File: src/rtl/alu_req_arbiter.sv
// alu_req_arbiter: shares one ALU among NREQ requesters with round-robin
// arbitration, and owns the ALU opcode/ibus pins.
//
// Ports:
//   clk, rst        rising-edge clock, synchronous active-high reset
//   req             per-requester request level, held until done
//   req_op          per-requester opcode, slice i = [4i+3:4i]
//   req_a, req_b    per-requester operands, slice i = [WIDTH*i +: WIDTH]
//   gnt             one-hot grant, high from grant through the done cycle
//   done            one-hot, one-cycle completion pulse
//   err             pulses with done for a rejected or timed-out transaction
//   result          ALU result, valid with done, held until the next done
//   busy            high whenever the sequencer is not idle
//   alu_opcode      ALU opcode (NOP = 0000 when idle)
//   alu_ibus        ALU input bus: A for two cycles, then B until fin
//   alu_obus        ALU output bus, captured on fin
//   alu_fin         ALU completion strobe
module alu_req_arbiter #(
    parameter int WIDTH   = 32,
    parameter int NREQ    = 4,
    parameter int TIMEOUT = 64
) (
    input  logic                    clk,
    input  logic                    rst,
    input  logic [NREQ-1:0]         req,
    input  logic [4*NREQ-1:0]       req_op,
    input  logic [WIDTH*NREQ-1:0]   req_a,
    input  logic [WIDTH*NREQ-1:0]   req_b,
    output logic [NREQ-1:0]         gnt,
    output logic [NREQ-1:0]         done,
    output logic                    err,
    output logic [WIDTH-1:0]        result,
    output logic                    busy,
    output logic [3:0]              alu_opcode,
    output logic [WIDTH-1:0]        alu_ibus,
    input  logic [WIDTH-1:0]        alu_obus,
    input  logic                    alu_fin
);

    localparam int IW = (NREQ > 1) ? $clog2(NREQ) : 1;
    localparam int CW = $clog2(TIMEOUT + 1);
    localparam logic [3:0] OP_NOP = 4'b0000;
    localparam logic [3:0] OP_MIN = 4'b0011;   // ADD
    localparam logic [3:0] OP_MAX = 4'b1011;   // DIV

    typedef enum logic [1:0] {IDLE, OP_A, OP_B, GAP} state_t;

    state_t            state_q, state_d;
    logic [IW-1:0]     ptr_q, ptr_d;
    logic [3:0]        op_q, op_d;
    logic [WIDTH-1:0]  a_q, a_d, b_q, b_d;
    logic              rej_q, rej_d;
    logic [CW-1:0]     cnt_q, cnt_d;
    logic [NREQ-1:0]   gnt_q, gnt_d, done_q, done_d;
    logic              err_q, err_d;
    logic [WIDTH-1:0]  result_q, result_d;
    logic [3:0]        opc_q, opc_d;
    logic [WIDTH-1:0]  ibus_q, ibus_d;

    logic              found;
    logic [IW-1:0]     pick;
    logic [3:0]        pick_op;

    // Round-robin search: first requester strictly after the pointer, wrapping.
    always_comb begin
        int idx;
        idx   = 0;
        found = 1'b0;
        pick  = '0;
        for (int k = 1; k <= NREQ; k++) begin
            idx = int'(ptr_q) + k;
            if (idx >= NREQ) idx = idx - NREQ;
            if (!found && req[idx]) begin
                found = 1'b1;
                pick  = IW'(idx);
            end
        end
    end

    assign pick_op = req_op[4*int'(pick) +: 4];

    always_comb begin
        state_d  = state_q;
        ptr_d    = ptr_q;
        op_d     = op_q;
        a_d      = a_q;
        b_d      = b_q;
        rej_d    = rej_q;
        cnt_d    = cnt_q;
        gnt_d    = gnt_q;
        done_d   = '0;
        err_d    = 1'b0;
        result_d = result_q;

        case (state_q)
            IDLE: begin
                if (found) begin
                    ptr_d       = pick;
                    gnt_d       = '0;
                    gnt_d[pick] = 1'b1;
                    op_d        = pick_op;
                    a_d         = req_a[WIDTH*int'(pick) +: WIDTH];
                    b_d         = req_b[WIDTH*int'(pick) +: WIDTH];
                    // An invalid op still passes through OP_A so done lands
                    // one edge after the grant, but the ALU pins stay at NOP.
                    rej_d       = (pick_op < OP_MIN) || (pick_op > OP_MAX);
                    cnt_d       = '0;
                    state_d     = OP_A;
                end
            end
            OP_A, OP_B: begin
                cnt_d = cnt_q + 1'b1;
                if (rej_q) begin
                    done_d  = gnt_q;
                    err_d   = 1'b1;
                    state_d = GAP;
                end else if (alu_fin) begin
                    // fin wins over a coincident timeout
                    result_d = alu_obus;
                    done_d   = gnt_q;
                    state_d  = GAP;
                end else if (cnt_q == CW'(TIMEOUT - 1)) begin
                    result_d = '0;
                    done_d   = gnt_q;
                    err_d    = 1'b1;
                    state_d  = GAP;
                end else if (state_q == OP_A && cnt_q == CW'(1)) begin
                    state_d = OP_B;
                end
            end
            GAP: begin
                gnt_d   = '0;
                state_d = IDLE;
            end
            default: state_d = IDLE;
        endcase

        // ALU pins are registered from next-state values so there is no
        // combinational path from req_* to the ALU.
        opc_d  = OP_NOP;
        ibus_d = '0;
        if (state_d == OP_A && !rej_d) begin
            opc_d  = op_d;
            ibus_d = a_d;
        end else if (state_d == OP_B) begin
            opc_d  = op_d;
            ibus_d = b_d;
        end
    end

    always_ff @(posedge clk) begin
        if (rst) begin
            state_q  <= IDLE;
            ptr_q    <= IW'(NREQ - 1);
            op_q     <= OP_NOP;
            a_q      <= '0;
            b_q      <= '0;
            rej_q    <= 1'b0;
            cnt_q    <= '0;
            gnt_q    <= '0;
            done_q   <= '0;
            err_q    <= 1'b0;
            result_q <= '0;
            opc_q    <= OP_NOP;
            ibus_q   <= '0;
        end else begin
            state_q  <= state_d;
            ptr_q    <= ptr_d;
            op_q     <= op_d;
            a_q      <= a_d;
            b_q      <= b_d;
            rej_q    <= rej_d;
            cnt_q    <= cnt_d;
            gnt_q    <= gnt_d;
            done_q   <= done_d;
            err_q    <= err_d;
            result_q <= result_d;
            opc_q    <= opc_d;
            ibus_q   <= ibus_d;
        end
    end

    assign gnt        = gnt_q;
    assign done       = done_q;
    assign err        = err_q;
    assign result     = result_q;
    assign busy       = (state_q != IDLE);
    assign alu_opcode = opc_q;
    assign alu_ibus   = ibus_q;

endmodule

File: config.mk
export PLATFORM = sky130hd
export DESIGN_NAME = alu_req_arbiter
export DESIGN_NICKNAME = d
export VERILOG_FILES = /design/src/rtl/alu_req_arbiter.sv
export SDC_FILE = /design/constraint.sdc
export NUM_CORES = 1
export LEC_CHECK = 0
export CAP_MARGIN = 0
export CORE_AREA = 5 5 149 151
export DETAILED_ROUTE_END_ITERATION = 8
export DIE_AREA = 0 0 154 156
export PLACE_DENSITY = 0.72
export SLEW_MARGIN = 20
export SYNTH_ARGS = -nofsm -noshare
export SYNTH_HDL_FRONTEND = slang
export SYNTH_SLANG_ARGS = --single-unit
File: constraint.sdc
create_clock -name clk -period 4 [get_ports clk]
set_clock_uncertainty 0.05 [all_clocks]
set_input_delay 0.8 -clock clk [delete_from_list [all_inputs] [get_ports clk]]
set_output_delay 0.8 -clock clk [all_outputs]
set_load 0.01 [all_outputs]
# Yosys cells after proc, flatten, opt, wreduce, memory -nomap -nowiden
# Cells that the tools add are included.
# totals
in_bits	311
register_bits	157
output_inout_bits	78
word_cells	125
# classes
bitwise_logic	2
n_eq_ne	8
n_shift	3
magnitude_cmp	12
n_addsub	9
n_reduce_logical	22
muxes	56
# op_table
cell	count
$mux W32	12
$shiftx A128 B8 Y32	2
$lt A32 B4 Y1 const B	4
$mux W4	8
$mux W1	18
$mux W2	9
$shiftx A16 B5 Y4	1
$pmux W7 S2	1
$sub A3 B3 Y4 const B	3
$ge A3 B3 Y1 const B	3
$bmux W1 S2	4
$pmux W4 S2	1
$reduce_bool A2 Y1	4
$add A7 B1 Y7 const B	1
$eq A7 B1 Y1 const B	1
$eq A7 B6 Y1 const B	1
$mux W7	1
$add A2 B2 Y3 const B	2
$eq A2 B2 Y1 const B	3
$logic_and A1 B1 Y1	6
$pmux W2 S3	1
$reduce_and A2 Y1	3
$sub A4 B3 Y5 const B	1
$add A2 B3 Y4 const B	1
15 further kinds	21

# Depth between registers and ports, before layout
# depth
depth_word	24
depth_mapped	11
mapped_depth_nobuf	9

# Worst setup path after synthesis
# Ideal clock, no wire load.
# synth_timing
path_kind	in2reg
from	input req[1]
to	register ibus_q[11], in the netlist alu_ibus[11]
path_stages	10
slack_ns	0.805
required_ns	3.833
t_arrival_ns	3.028
n_path_buf	3
setup_time_ns	0.117
path_cell_list	buf_4 nor2b_2 a211oi_4 mux4_2 nand2_1 a21oi_1 or3_1 buf_2 buf_6 o22a_1
# synth_between
elab_chain_len	21
word_cells_on_any_way	46
classes_between	order compare (2); eq/ne (2); shift (3); mux (30); reduce/logical (9)
# synth_rtl
element	line	text
start, declared	25	input logic [NREQ-1:0] req,
$bmux W1 S2	73	if (!found && req[idx]) begin
$mux W1 (not written as such) (2 in series)	73	
$mux W1	73	
$logic_not A1 Y1	73	
$logic_and A1 B1 Y1	73	
$mux W1	73	
$logic_not A1 Y1	73	
$logic_and A1 B1 Y1	73	
(+4 left out)	--	
$shiftx A16 B5 Y4	80	assign pick_op = req_op[4*int'(pick) +: 4];
$lt A4 B2 Y1 or $gt A4 B4 Y1 (tied branches)	106	rej_d = (pick_op < OP_MIN) || (pick_op > OP_MAX);
$logic_or A1 B1 Y1	106	
$mux W1	97	if (found) begin
$mux W1	95	case (state_q)
$logic_not A1 Y1	142	if (state_d == OP_A && !rej_d) begin
$logic_and A1 B1 Y1	142	
$mux W32 *	142	
end signal, assigned	179	ibus_q <= ibus_d;
end, declared	58	logic [WIDTH-1:0] ibus_q, ibus_d;
# Every way passes the cells marked *; elsewhere a longest branch is shown, timed or not. The select of a mux whose other input is x is not followed.
# A chain may end at the register's enable or synchronous reset.

# Final worst setup path
# layout_timing
from	input req[3]
to	register ibus_q[25], in the netlist alu_ibus[25]
# The elaborated chain is that of the path after synthesis.

==> results.toml <==
[sta]
report.final.setup_viol = 0
setup_tns_ns = 0
final_hold_viol_count = 0
max_clock_freq_mhz = 291
finalCritPeriodShare_pct = 85.9
tightest_slew_ns = 1.01
rsz0062_at_grt = "no"
final.min_clock_period_ns = 3.43
max-slew-margin-rel_pct = 32.5
report.final.slew_viol_count = 0

[worst_setup_path]
setup.worst_path.end_class = "register"
critical_path_required_ns = 4.24
timing.reg2reg.worst_path_depth = 10
crit_path_start_kind = "input port"
reg2reg_slack_ns = 0.82
worstSetupPathType = "in -> reg"
crit_path_max_fanout = 23
critical_register_to_register_path_startpoint = "cnt_q[0]"
cp_data_arrival_time_ns = 3.68
reg_to_reg_end = "alu_ibus[25]"

[cts]
path_clk_slew_ns = 0.06
cts.root.buffer_cell = "sky130_fd_sc_hd__clkbuf_16"
cts_tree = "done"
clockBufferDepth = 2
cts-htree-levels = 4
post_cts.resized_instances = 0
cts.repair_timing.setup_buffer_count = 0
cts_num_sinks = 157
cts_bufs_inserted = 17
worst_skew_pair.late_latency_ns = 0.42
post_cts_hold_buffer_count = 0

[power_and_ir_drop]
static_power_due_to_leakage_uw = 0.00446
power.sequential.fraction_pct = 35.0
net_sw_share_pct = 30.5
power_switching_uw = 1670
combinationalPowerShare_pct = 35.7
internal_power_uw = 3820
clock_power_share_pct = 29.3
pwr_density_cell_nw_per_um2 = 461
ir_worst_vdd_uv = 336
report.power.total_uw = 5490

[synthesis]
synth_top_area_cell = "sky130_fd_sc_hd__dfxtp_1"
mappedNetlistNets = 1091
synth-seq-cells = 157
ys_types = 50
ys_top_cells_by_area = "sky130_fd_sc_hd__dfxtp_1 (45%), sky130_fd_sc_hd__a221o_1 (6.2%), sky130_fd_sc_hd__nor2_1 (5.8%)"
synth_area_um2 = 7050
syn_avg_cell_area_um2 = 9.10
synth-edff-count = 0
postSynthCellCount = 775
synth-seq-area-share_pct = 44.6
post-synth-top-area-fraction_pct = 44.6
synth-async-reset-ratio_pct = 0
synth_warnings = 0
ys_dominant_reg_cell = "sky130_fd_sc_hd__dfxtp_1"

[status]
violations_in_the_final_reports = "DRC"
outcome = "finished, violations left"

[floorplan]
initial_core_util_pct = 34.1
boundaryPins = 389
die_height_um = 156
core-area_um2 = 20700
die_x_um = 154
die_area_um2 = 24000
placement_rows = 53

[drt]
vias = 7751
drt-vias-per-instance = 5.42
finalWirelength_mm = 29.8
detail_route.wl_per_cell_um = 20.8
detail_route.first_pass.iterations = 9
drcViolationCount = 3
detailedRoute.firstIterationViolations = 610
route.antenna.remaining_nets = 0

[finish]
multiInputGateArea_um2 = 3610
drive_gt1_share_pct = 8.58
num-nets-final = 1460
nFillCells = 1853
flow.area_growth_from_synthesis_pct = 69.0
antennaDiodeCount = 0
area.sequential_um2 = 3140

[global_route]
first_pass_grt_wire_length_mm = 44.4
maximum_number_of_pins_on_one_net_before_global_route_repair = 87
overflow = 0
first_global_vias = 7663
gr-usage-all-layers_pct = 23.5
antenna_found_initial = 0

[placed_design]
post_dp_hpwl_mm = 22.6
port-buffer-count = 388
routabilityCongestion = 0.889

[min_path]
timing.hold.worst_endpoint = "op_q[3]"
tightest_hold_check_type = "reg -> reg"
whs_path_depth = 2
min_from = "op_q[3]"

[run]
max_cap_viol_count = 0
synth_stat cells, types with 5 or more instances:
master	instances
sky130_fd_sc_hd__a21oi_1	12
sky130_fd_sc_hd__a221o_1	44
sky130_fd_sc_hd__a221oi_1	44
sky130_fd_sc_hd__a222oi_1	19
sky130_fd_sc_hd__a22o_1	12
sky130_fd_sc_hd__a22oi_1	36
sky130_fd_sc_hd__and2_1	5
sky130_fd_sc_hd__buf_1	7
sky130_fd_sc_hd__buf_2	5
sky130_fd_sc_hd__clkbuf_1	59
sky130_fd_sc_hd__dfxtp_1	157
sky130_fd_sc_hd__ha_1	5
sky130_fd_sc_hd__inv_1	12
sky130_fd_sc_hd__mux2_2	21
sky130_fd_sc_hd__mux2i_1	5
sky130_fd_sc_hd__nand2_1	34
sky130_fd_sc_hd__nor2_1	109
sky130_fd_sc_hd__nor2b_1	22
sky130_fd_sc_hd__nor3_1	53
sky130_fd_sc_hd__nor4_1	22
sky130_fd_sc_hd__o21ai_0	24
sky130_fd_sc_hd__o22a_1	19
power groups by stage:
stage	logic, µW	clock network, µW	registers (µW)
floorplan	956	0	1990
CTS	1990	1650	1920
global route	2120	1710	1950
global placement	1950	0	1950
detailed placement	1970	0	1950
finish	1960	1610	1920
per-stage QoR:
step           instances  worst slack (ns)  hold WS, ns  area, µm²  util, %
4_1_cts             1429             0.586        0.442      11900     57.6
6_report            1429             0.565        0.433      11900     57.6
3_5_place_dp        1400             0.141        0.432      11300     54.8
3_3_place_gp        1400             0.224        0.428      11300     54.8
5_1_grt             1429             0.401        0.454      11900     57.6
2_1_floorplan        775             0.805        0.385       7050        -
logic make-up after synthesis:
kind of cell | count (synthesis) | synth area share (%)
simple gates | 259 | 17.1
xor+xnor | 5 | 0.621
fa+ha+maj | 5 | 0.887
compound gates | 236 | 27.6
mux | 27 | 4.38
flops | 157 | 44.6
buf+inv | 86 | 4.93
cell usage in the layout, fill, tap and decap left out, types with 11 or more instances in the layout:
cell type | synthesis | layout
sky130_fd_sc_hd__a21oi_1 | 12 | 11
sky130_fd_sc_hd__a221o_1 | 44 | 44
sky130_fd_sc_hd__a221oi_1 | 44 | 44
sky130_fd_sc_hd__a222oi_1 | 19 | 19
sky130_fd_sc_hd__a22o_1 | 12 | 12
sky130_fd_sc_hd__a22oi_1 | 36 | 36
sky130_fd_sc_hd__buf_4 | 1 | 33
sky130_fd_sc_hd__clkbuf_16 | 0 | 17
sky130_fd_sc_hd__clkdlybuf4s50_1 | 0 | 387
sky130_fd_sc_hd__dfxtp_1 | 157 | 157
sky130_fd_sc_hd__inv_1 | 12 | 12
sky130_fd_sc_hd__mux2_2 | 21 | 21
sky130_fd_sc_hd__nand2_1 | 34 | 32
sky130_fd_sc_hd__nor2_1 | 109 | 109
sky130_fd_sc_hd__nor2b_1 | 22 | 22
sky130_fd_sc_hd__nor3_1 | 53 | 51
sky130_fd_sc_hd__nor4_1 | 22 | 21
sky130_fd_sc_hd__o21ai_0 | 24 | 24
sky130_fd_sc_hd__o22a_1 | 19 | 19
registers in the layout (all words and copies together), names as in the netlist:
name / flops
a_q: 32
alu_ibus: 32
b_q: 32
result: 32
cnt_q: 7
alu_opcode: 4
done: 4
gnt: 4
op_q: 4
ptr_q: 2
state_q: 2
err: 1
rej_q: 1
cell type report:
type	instances	share of cell area (%)
Clock buffer	22	3.89
Clock inverter	7	0.966
Inverter	12	0.378
Multi-Input combinational cell	532	30.3
Sequential cell	157	26.4
Tap cell	275	2.89
Timing Repair Buffer	424	35.3
worst max-delay path, cell delays in order:
cell	delay [ns]
sky130_fd_sc_hd__clkdlybuf4s50_1	0.58
sky130_fd_sc_hd__nor2b_2	0.23
sky130_fd_sc_hd__nor2_1	0.09
sky130_fd_sc_hd__a211oi_4	0.32
sky130_fd_sc_hd__mux4_2	0.58
sky130_fd_sc_hd__nand2_1	0.11
sky130_fd_sc_hd__a21oi_1	0.13
sky130_fd_sc_hd__or3_1	0.36
sky130_fd_sc_hd__buf_4	0.23
sky130_fd_sc_hd__o22a_1	0.24
worst max-delay path by stage:
stage                      start           end
after global routing      req[3]  alu_ibus[25]
final                     req[3]  alu_ibus[25]
after floorplan           req[1]  alu_ibus[11]
after CTS                 req[3]  alu_ibus[25]
after global placement    req[3]  alu_ibus[18]
after detailed placement  req[3]  alu_ibus[25]
routing by layer:
layer  up-vias  track usage, %  wire length, µm
met3        30            5.41             1880
met1      3713            29.3            12300
li1       3710               -                -
met2       298            40.7            15100
met4         0            6.73              488
met5         -               0                0
Note: power is estimated with default switching activity, not from simulation.
